==> config.mk <==
export PLATFORM = sky130hd
export DESIGN_NAME = mem_port_arbiter_flat
export DESIGN_NICKNAME = d
export VERILOG_FILES = /design/src/rtl/mem_port_arbiter_if.sv /design/src/rtl/mem_port_arbiter.sv /design/src/flat_wrapper.sv
export SDC_FILE = /design/constraint.sdc
export NUM_CORES = 1
export LEC_CHECK = 0
export CAP_MARGIN = 30
export CORE_MARGIN = 3
export CORE_UTILIZATION = 30
export CTS_CLUSTER_DIAMETER = 100
export DETAILED_ROUTE_END_ITERATION = 7
export GPL_ROUTABILITY_DRIVEN = 1
export PLACE_DENSITY_LB_ADDON = 0.2
export SETUP_SLACK_MARGIN = 0.5
export SLEW_MARGIN = 20
export SYNTH_ARGS = -nofsm -noshare
export SYNTH_HDL_FRONTEND = slang
export SYNTH_SLANG_ARGS = --single-unit
==> constraint.sdc <==
create_clock -name clk -period 1.6 [get_ports clk]
set_clock_uncertainty 0.1 [all_clocks]
set_input_delay 0.24 -clock clk [delete_from_list [all_inputs] [get_ports clk]]
set_output_delay 0.24 -clock clk [all_outputs]
set_load 0.01 [all_outputs]
==> src/rtl/mem_port_arbiter_if.sv <==
// -----------------------------------------------------------------------------
// mem_port_arbiter_if
// Groups every non-clock signal of mem_port_arbiter into one interface.
//   Fetch requester : if_req, if_addr -> if_rdata, if_ready
//   Data requester  : dm_req, dm_we, dm_addr, dm_wdata -> dm_rdata, dm_ready
//   Memory port     : mem_en, mem_we, mem_addr, mem_wdata <- mem_rdata
//   Pipeline status : pipe_stall, owner
// Modports:
//   slave  - the arbiter's view (takes requests and mem_rdata, drives the rest)
//   master - the environment's view (pipeline plus memory)
// -----------------------------------------------------------------------------
interface mem_port_arbiter_if #(
   parameter int ADDR_W = 32,
   parameter int DATA_W = 32
);
   logic              if_req;
   logic [ADDR_W-1:0] if_addr;
   logic [DATA_W-1:0] if_rdata;
   logic              if_ready;

   logic              dm_req;
   logic              dm_we;
   logic [ADDR_W-1:0] dm_addr;
   logic [DATA_W-1:0] dm_wdata;
   logic [DATA_W-1:0] dm_rdata;
   logic              dm_ready;

   logic              mem_en;
   logic              mem_we;
   logic [ADDR_W-1:0] mem_addr;
   logic [DATA_W-1:0] mem_wdata;
   logic [DATA_W-1:0] mem_rdata;

   logic              pipe_stall;
   logic [1:0]        owner;

   modport slave (
      input  if_req, if_addr, dm_req, dm_we, dm_addr, dm_wdata, mem_rdata,
      output if_rdata, if_ready, dm_rdata, dm_ready,
             mem_en, mem_we, mem_addr, mem_wdata, pipe_stall, owner
   );

   modport master (
      output if_req, if_addr, dm_req, dm_we, dm_addr, dm_wdata, mem_rdata,
      input  if_rdata, if_ready, dm_rdata, dm_ready,
             mem_en, mem_we, mem_addr, mem_wdata, pipe_stall, owner
   );
endinterface

==> src/rtl/mem_port_arbiter.sv <==
// -----------------------------------------------------------------------------
// mem_port_arbiter
// Shares one single-ported, fixed-latency memory between the instruction
// fetch requester and the data requester. One access is in flight at a time:
// grant in IDLE, one mem_en strobe, wait MEM_LATENCY cycles for mem_rdata,
// then a single-cycle ready pulse. Data has priority, but after STARVE_LIMIT
// consecutive data grants with a fetch waiting, the fetch wins once.
// Ports:
//   clk  - rising-edge clock
//   rst  - synchronous active-high reset
//   bus  - mem_port_arbiter_if.slave (requesters, memory, pipe_stall, owner)
// -----------------------------------------------------------------------------
module mem_port_arbiter #(
   parameter int ADDR_W       = 32,
   parameter int DATA_W       = 32,
   parameter int MEM_LATENCY  = 2,
   parameter int STARVE_LIMIT = 4
) (
   input  logic                clk,
   input  logic                rst,
   mem_port_arbiter_if.slave   bus
);

   localparam logic [3:0] LAT_LOAD   = 4'(MEM_LATENCY);
   localparam logic [3:0] STREAK_MAX = 4'(STARVE_LIMIT);

   typedef enum logic [2:0] {
      IDLE   = 3'd0,
      BUSY_I = 3'd1,
      BUSY_D = 3'd2,
      DONE_I = 3'd3,
      DONE_D = 3'd4
   } state_t;

   state_t            state_r, state_s;
   logic [3:0]        cnt_r, cnt_s;
   logic [3:0]        streak_r, streak_s;
   logic              grant_i_s, grant_d_s;
   logic [1:0]        owner_s;

   logic [DATA_W-1:0] if_rdata_r, if_rdata_s;
   logic [DATA_W-1:0] dm_rdata_r, dm_rdata_s;
   logic              if_ready_r, if_ready_s;
   logic              dm_ready_r, dm_ready_s;
   logic              mem_en_r, mem_en_s;
   logic              mem_we_r, mem_we_s;
   logic [ADDR_W-1:0] mem_addr_r, mem_addr_s;
   logic [DATA_W-1:0] mem_wdata_r, mem_wdata_s;

   // State register: FSM state, latency counter and starvation streak.
   always_ff @(posedge clk) begin
      if (rst) begin
         state_r  <= IDLE;
         cnt_r    <= 4'd0;
         streak_r <= 4'd0;
      end else begin
         state_r  <= state_s;
         cnt_r    <= cnt_s;
         streak_r <= streak_s;
      end
   end

   // Next-state logic: arbitration in IDLE and latency countdown while busy.
   always_comb begin
      state_s   = state_r;
      cnt_s     = cnt_r;
      streak_s  = streak_r;
      grant_i_s = 1'b0;
      grant_d_s = 1'b0;
      case (state_r)
         IDLE: begin
            // Data wins unless a waiting fetch has already lost STARVE_LIMIT times.
            if (bus.dm_req && !(bus.if_req && (streak_r == STREAK_MAX))) begin
               grant_d_s = 1'b1;
               state_s   = BUSY_D;
               cnt_s     = LAT_LOAD;
               if (bus.if_req) begin
                  streak_s = (streak_r == STREAK_MAX) ? streak_r : streak_r + 4'd1;
               end else begin
                  streak_s = 4'd0;
               end
            end else if (bus.if_req) begin
               grant_i_s = 1'b1;
               state_s   = BUSY_I;
               cnt_s     = LAT_LOAD;
               streak_s  = 4'd0;
            end else begin
               state_s   = IDLE;
            end
         end
         // Counter hits zero in the cycle where mem_rdata is valid.
         BUSY_I: begin
            if (cnt_r == 4'd0) begin
               state_s = DONE_I;
            end else begin
               cnt_s = cnt_r - 4'd1;
            end
         end
         BUSY_D: begin
            if (cnt_r == 4'd0) begin
               state_s = DONE_D;
            end else begin
               cnt_s = cnt_r - 4'd1;
            end
         end
         // No re-grant from DONE: always pass through IDLE first.
         DONE_I, DONE_D: begin
            state_s = IDLE;
         end
         default: begin
            state_s = IDLE;
         end
      endcase
   end

   // Output logic: next values of the registered memory strobe and responses.
   always_comb begin
      if_rdata_s  = if_rdata_r;
      dm_rdata_s  = dm_rdata_r;
      if_ready_s  = 1'b0;
      dm_ready_s  = 1'b0;
      mem_en_s    = 1'b0;
      mem_we_s    = mem_we_r;
      mem_addr_s  = mem_addr_r;
      mem_wdata_s = mem_wdata_r;
      if (grant_d_s) begin
         mem_en_s    = 1'b1;
         mem_we_s    = bus.dm_we;
         mem_addr_s  = bus.dm_addr;
         mem_wdata_s = bus.dm_wdata;
      end else if (grant_i_s) begin
         mem_en_s    = 1'b1;
         mem_we_s    = 1'b0;
         mem_addr_s  = bus.if_addr;
      end else if ((state_r == BUSY_I) && (cnt_r == 4'd0)) begin
         if_rdata_s  = bus.mem_rdata;
         if_ready_s  = 1'b1;
         mem_we_s    = 1'b0;
      end else if ((state_r == BUSY_D) && (cnt_r == 4'd0)) begin
         // mem_we still holds the granted direction; stores leave dm_rdata alone.
         if (!mem_we_r) begin
            dm_rdata_s = bus.mem_rdata;
         end else begin
            dm_rdata_s = dm_rdata_r;
         end
         dm_ready_s  = 1'b1;
         mem_we_s    = 1'b0;
      end else begin
         mem_we_s    = mem_we_r;
      end
   end

   // Output register: every memory-side and response output is a flop.
   always_ff @(posedge clk) begin
      if (rst) begin
         if_rdata_r  <= '0;
         dm_rdata_r  <= '0;
         if_ready_r  <= 1'b0;
         dm_ready_r  <= 1'b0;
         mem_en_r    <= 1'b0;
         mem_we_r    <= 1'b0;
         mem_addr_r  <= '0;
         mem_wdata_r <= '0;
      end else begin
         if_rdata_r  <= if_rdata_s;
         dm_rdata_r  <= dm_rdata_s;
         if_ready_r  <= if_ready_s;
         dm_ready_r  <= dm_ready_s;
         mem_en_r    <= mem_en_s;
         mem_we_r    <= mem_we_s;
         mem_addr_r  <= mem_addr_s;
         mem_wdata_r <= mem_wdata_s;
      end
   end

   // Owner decode: which requester currently holds the memory port.
   always_comb begin
      case (state_r)
         BUSY_I, DONE_I: owner_s = 2'b01;
         BUSY_D, DONE_D: owner_s = 2'b10;
         default:        owner_s = 2'b00;
      endcase
   end

   assign bus.if_rdata   = if_rdata_r;
   assign bus.dm_rdata   = dm_rdata_r;
   assign bus.if_ready   = if_ready_r;
   assign bus.dm_ready   = dm_ready_r;
   assign bus.mem_en     = mem_en_r;
   assign bus.mem_we     = mem_we_r;
   assign bus.mem_addr   = mem_addr_r;
   assign bus.mem_wdata  = mem_wdata_r;
   assign bus.owner      = owner_s;
   assign bus.pipe_stall = (bus.if_req & ~if_ready_r) | (bus.dm_req & ~dm_ready_r);

endmodule

==> src/flat_wrapper.sv <==
// flat-port wrapper written by rule: the top's interface ports become plain ports
module mem_port_arbiter_flat 
#(
   parameter int ADDR_W       = 32,
   parameter int DATA_W       = 32,
   parameter int MEM_LATENCY  = 2,
   parameter int STARVE_LIMIT = 4
)
  (clk, rst, bus_if_req, bus_if_addr, bus_dm_req, bus_dm_we, bus_dm_addr, bus_dm_wdata, bus_mem_rdata, bus_if_rdata, bus_if_ready, bus_dm_rdata, bus_dm_ready, bus_mem_en, bus_mem_we, bus_mem_addr, bus_mem_wdata, bus_pipe_stall, bus_owner);
  mem_port_arbiter_if #(.ADDR_W(ADDR_W), .DATA_W(DATA_W)) bus_i ();
  input  logic clk;
  input  logic rst;
  input wire logic [$bits(bus_i.if_req)-1:0] bus_if_req;
  input wire logic [$bits(bus_i.if_addr)-1:0] bus_if_addr;
  input wire logic [$bits(bus_i.dm_req)-1:0] bus_dm_req;
  input wire logic [$bits(bus_i.dm_we)-1:0] bus_dm_we;
  input wire logic [$bits(bus_i.dm_addr)-1:0] bus_dm_addr;
  input wire logic [$bits(bus_i.dm_wdata)-1:0] bus_dm_wdata;
  input wire logic [$bits(bus_i.mem_rdata)-1:0] bus_mem_rdata;
  output wire logic [$bits(bus_i.if_rdata)-1:0] bus_if_rdata;
  output wire logic [$bits(bus_i.if_ready)-1:0] bus_if_ready;
  output wire logic [$bits(bus_i.dm_rdata)-1:0] bus_dm_rdata;
  output wire logic [$bits(bus_i.dm_ready)-1:0] bus_dm_ready;
  output wire logic [$bits(bus_i.mem_en)-1:0] bus_mem_en;
  output wire logic [$bits(bus_i.mem_we)-1:0] bus_mem_we;
  output wire logic [$bits(bus_i.mem_addr)-1:0] bus_mem_addr;
  output wire logic [$bits(bus_i.mem_wdata)-1:0] bus_mem_wdata;
  output wire logic [$bits(bus_i.pipe_stall)-1:0] bus_pipe_stall;
  output wire logic [$bits(bus_i.owner)-1:0] bus_owner;
  assign bus_i.if_req = bus_if_req;
  assign bus_i.if_addr = bus_if_addr;
  assign bus_i.dm_req = bus_dm_req;
  assign bus_i.dm_we = bus_dm_we;
  assign bus_i.dm_addr = bus_dm_addr;
  assign bus_i.dm_wdata = bus_dm_wdata;
  assign bus_i.mem_rdata = bus_mem_rdata;
  assign bus_if_rdata = bus_i.if_rdata;
  assign bus_if_ready = bus_i.if_ready;
  assign bus_dm_rdata = bus_i.dm_rdata;
  assign bus_dm_ready = bus_i.dm_ready;
  assign bus_mem_en = bus_i.mem_en;
  assign bus_mem_we = bus_i.mem_we;
  assign bus_mem_addr = bus_i.mem_addr;
  assign bus_mem_wdata = bus_i.mem_wdata;
  assign bus_pipe_stall = bus_i.pipe_stall;
  assign bus_owner = bus_i.owner;
  mem_port_arbiter #(.ADDR_W(ADDR_W), .DATA_W(DATA_W), .MEM_LATENCY(MEM_LATENCY), .STARVE_LIMIT(STARVE_LIMIT)) u_core (.clk(clk), .rst(rst), .bus(bus_i));
endmodule
==> summary by stage <==
Drt
The wire length reported by the detailed router is 21600 um. Dividing the detail-routed via count by the number of cells gives ~4.8. After the first detailed-routing iteration, the DRC count stood at just over 200. The post-detailed-route count of antenna-violating nets is 0.

After detailed routing, the number of remaining DRC violations is 0. In the final routed layout, each cell accounts on average for 17.6 um. For this block, the via count after detailed routing is 5904. The first detailed-routing pass ran for 4 iterations.

Logic synthesis
In this run, synthesis inferred 0 flip-flops with an integrated enable. The top cell type by area accounts for around 53% of the synthesized area. The share of the Yosys chip area taken by registers is 53.1%. After synthesis the cells add up to 5400 sq um. By area the synthesized netlist is led by sky130_fd_sc_hd__dfxtp_1 53%, sky130_fd_sc_hd__nand2_1 14%, sky130_fd_sc_hd__a21oi_1 9.1%, sky130_fd_sc_hd__mux2i_1 6.1%, sky130_fd_sc_hd__o2bb2ai_1 4.7%. The leading area contributor after synthesis is sky130_fd_sc_hd__dfxtp_1. After synthesis, the mean cell area works out to 8.72 sq um. When the netlist entered floorplanning its net count stood at 755. The dominant synthesized flop cell is sky130_fd_sc_hd__dfxtp_1. Yosys mapped the design onto 38 distinct sky130hd cell types. Yosys instantiated no cell more often than sky130_fd_sc_hd__nand2_1. The share of synthesized flip-flops with an asynchronous set or reset is 0%.

By count the netlist is led by 197 x sky130_fd_sc_hd__nand2_1, 143 x sky130_fd_sc_hd__dfxtp_1, 98 x sky130_fd_sc_hd__a21oi_1. The count of warnings emitted by yosys is 0. The cell count after synthesis came out at ~620. The synthesized design contains 143 register bits.

Pwr
IR analysis of the VDD net gives a maximum drop of 0.000831 V. The power after layout is approximately 14 mW. The combinational cell fraction of total power is about 37%. In this run the power spent charging and discharging nets is 3.91 mW. The switching part of the total is 28.9%.

The total leakage power is 4.89 nW. The ratio of total power to cell area is 1130 nW/um^2. The clock network accounts for 31.1% of the total power. The internal power contribution is between 9 and 10 mW. Registers are responsible for between 30% and 40% of the overall power.

Floorplanning
The die covers between 15000 and 20000 sq um. The initial cell density of the core is a little under a third. From bottom edge to top edge, the die measures about 140 um.

The overall die width is 140 um. The region available for standard cell placement spans around 17000 sq um. The number of top-level pins is 268. The floorplan has 48 rows.

Placement
The port buffer count is between 200 and 300. Counting tap cells, the placed design contains a total of ~1100 instances. The half-perimeter wire length of the detailed placement result is 11900 um. The total cell area at the placement stage is roughly 8700 sq um. At the end of routability-driven placement, the weighted congestion stood at 0.812.

The worst slack after detailed placement is -0.334 ns.

Timing
The final critical-path setup slack is -0.168 ns. Headroom to the max-slew limit came out at 52.9%. The transition at the pin with the smallest max-transition slack is 0.706 ns. Summed over all failing endpoints, the final setup total negative slack is -14.47 ns. Derived from the worst setup path, the maximum achievable clock frequency is 0.566 GHz.

Setup repair after global routing could not meet its margin everywhere. Setup violations remaining at the end of the flow were counted as 138. The minimum clock period after layout is 1.77 ns. The number of max-slew violations in the final report was 0. The final hold violation count is 0.

In the finished design, the share of the clock period the worst path needs comes to 111%.

GRT
The total routing usage reported by global routing is 19.5%. The largest net degree at the start of global routing is 58. The first-pass GRT wire length is 30500 um. The total global routing overflow is 0. The number of antenna violations at the first check in global routing is 0.

The via count of the first global-routing pass is 5640.

Worst setup path
The worst reg2reg path depth is 8. The critical path starts at u_core.cnt_r[0]. The startpoint identified for the worst register-to-register timing path is u_core.cnt_r[0]. The critical path in this run is classified as reg2reg. STA classifies the critical path endpoint as a flop.

The capture point of the critical path is u_core.bus.dm_rdata[21]. The data arrival time of the worst path is about 2.0 ns. In this run the critical register-to-register path is captured at u_core.bus.dm_rdata[21].

In this run the worst path has a maximum fanout of 8. Data on the critical path is required at its endpoint by about 1.8 ns. The setup slack on the worst flop-to-flop path is -0.17 ns. STA classifies the critical path startpoint as a flop.

Final layout
Once layout is complete, the cells apart from fillers number between 1000 and 1500. The repair_antennas step left the layout with diodes totalling 0. The final layout contains roughly 1100 nets.

The final design area excluding fillers is 11900 sq um. From synthesis to final layout, the design area changed by 121%. The share of layout cells above drive strength 1 is 62.5%.

The number of filler instances in the final layout is 1287.

Clocking
The clock slew seen by the registers of the worst setup and hold paths is 0.06 ns. TritonCTS built the clock tree. In this run, CTS created clock tree buffers numbering 17. The level count of the clock H-tree is 4. The number of buffers on the longest clock path is 2. The insertion delay to the later sink of the worst-skew pair is 0.41 ns. The clock net in this run drives a total of around 140 sinks. The cell at the root of the clock tree is sky130_fd_sc_hd__clkbuf_16.

Worst hold path
The min-delay analysis places its worst path in the category in2reg.

Status
The checks that failed: negative setup slack. The flow ran to the end, but the final reports show violations.

Job
The reported max-cap violation count is 0.
## worst min-delay path by stage
| stage | startpoint | to | cells after the start |
|---|---|---|---|
| after floorplan | bus_mem_rdata[0] | u_core.bus.dm_rdata[0] | 2 |
| after global placement | u_core.bus.dm_rdata[14] | u_core.bus.dm_rdata[14] | 2 |
| after detailed placement | u_core.bus.dm_rdata[9] | u_core.bus.dm_rdata[9] | 2 |
| after CTS | rst | u_core.bus.mem_we | 3 |
| after global routing | rst | u_core.bus.mem_we | 3 |
| final | rst | u_core.bus.mem_we | 3 |
## worst max-delay path, cell delays in order (launching register included)
cell and delay [ns]:
sky130_fd_sc_hd__dfxtp_2 0.32, sky130_fd_sc_hd__inv_2 0.08, sky130_fd_sc_hd__ha_4 0.14, sky130_fd_sc_hd__nor3b_4 0.20, sky130_fd_sc_hd__buf_6 0.14, sky130_fd_sc_hd__and4b_4 0.32
sky130_fd_sc_hd__clkbuf_16 0.20, sky130_fd_sc_hd__nand2_1 0.06, sky130_fd_sc_hd__a21oi_1 0.14
## layout by cell type (no fill, tap or decap), types with 3 or more instances in the layout
| cell | count |
|---|---|
| sky130_fd_sc_hd__buf_6 | 157 |
| sky130_fd_sc_hd__inv_2 | 6 |
| sky130_fd_sc_hd__mux2i_1 | 18 |
| sky130_fd_sc_hd__nand2_4 | 45 |
| sky130_fd_sc_hd__a21oi_2 | 42 |
| sky130_fd_sc_hd__mux2i_4 | 11 |
| sky130_fd_sc_hd__bufinv_16 | 4 |
| sky130_fd_sc_hd__clkbuf_16 | 22 |
| sky130_fd_sc_hd__mux2i_2 | 4 |
| sky130_fd_sc_hd__clkinv_4 | 3 |
| sky130_fd_sc_hd__nand2_1 | 120 |
| sky130_fd_sc_hd__buf_4 | 74 |
| sky130_fd_sc_hd__nor2_1 | 8 |
| sky130_fd_sc_hd__dfxtp_4 | 11 |
| sky130_fd_sc_hd__o2bb2ai_1 | 15 |
| sky130_fd_sc_hd__buf_16 | 14 |
| sky130_fd_sc_hd__dfxtp_1 | 4 |
| sky130_fd_sc_hd__o2bb2ai_2 | 16 |
| sky130_fd_sc_hd__or3_4 | 3 |
| sky130_fd_sc_hd__nand4b_1 | 3 |
| sky130_fd_sc_hd__clkinv_2 | 3 |
| sky130_fd_sc_hd__buf_12 | 18 |
| sky130_fd_sc_hd__clkdlybuf4s50_1 | 129 |
| sky130_fd_sc_hd__nor2_4 | 3 |
| sky130_fd_sc_hd__nand3_1 | 5 |
| sky130_fd_sc_hd__dfxtp_2 | 128 |
| sky130_fd_sc_hd__a21oi_1 | 56 |
| sky130_fd_sc_hd__nor3_1 | 4 |
| sky130_fd_sc_hd__nand2_2 | 32 |
## logic make-up (layout without fill, tap and decap cells)
family                   after synthesis  after routing  share of synthesized area (%)
AND/OR/NAND/NOR                      241            241                           18.6
flip-flops                           143            143                           53.1
AO/OA/AOI/OAI                        140            140                           16.0
buffers and inverters                 55            442                           4.73
multiplexers                          34             34                           6.33
adder cells (fa/ha/maj)                3              3                          0.696
XOR/XNOR                               3              3                          0.487
## sequential cells by signal, indices dropped and copies added (netlist names)
| signal | cells |
|---|---|
| u_core.bus.dm_rdata | 32 |
| u_core.bus.if_rdata | 32 |
| u_core.bus.mem_addr | 32 |
| u_core.bus.mem_wdata | 32 |
| u_core.cnt_r | 4 |
| u_core.streak_r | 4 |
| u_core.state_r | 3 |
| u_core.bus.dm_ready | 1 |
| u_core.bus.if_ready | 1 |
| u_core.bus.mem_en | 1 |
| u_core.bus.mem_we | 1 |
## layer usage
metal | part of all wire (%) | wire, um | GRT usage (%) | vias up
met5 | 0 | 0 | 0 | -
met4 | 1.2 | 264 | 6.43 | 0
met3 | 5.5 | 1180 | 5.43 | 19
met2 | 51 | 11000 | 33.2 | 177
met1 | 42 | 9170 | 23.9 | 2851
li1 | - | - | - | 2857
## timing repair
| item | CTS | global route |
|---|---|---|
| endpoints found under the setup margin | 278 | 278 |
| buffers inserted | 23 | 44 |
| gates resized for setup | 935 | 175 |
| hold buffers | 1 | 0 |
| hold endpoints to repair | 1 | 0 |
| pin swaps | 31 | 67 |
| cloned | 15 | 6 |
## stage by stage
step                hold slack, ns  util (%)
floorplan                    0.276         -
global placement             0.341      49.7
detailed placement           0.346      49.7
CTS                          0.148      61.5
global route                 0.171      68.2
finish                       0.175      68.2
## power by group through the flow
| stage | clock, mW | sequential [mW] | combinational (mW) |
|---|---|---|---|
| 3_5_place_dp | 0 | 4.24 | 3.07 |
| 6_report | 4.20 | 4.35 | 4.97 |
| 5_1_grt | 4.47 | 4.40 | 5.23 |
| 2_1_floorplan | 0 | 4.41 | 1.32 |
| 3_3_place_gp | 0 | 4.25 | 3.06 |
| 4_1_cts | 4.29 | 4.33 | 4.19 |
## final cells by class
type	instances	area, sq um	area share (%)
inverter	8	30.0	0.252
timing repair buffer	403	4570	38.3
multi-input combinational	421	3360	28.2
clock buffer	21	460	3.86
sequential	143	3060	25.7
tap	225	282	2.36
clock inverter	10	161	1.35
Note: power is estimated with default switching activity, not from simulation.
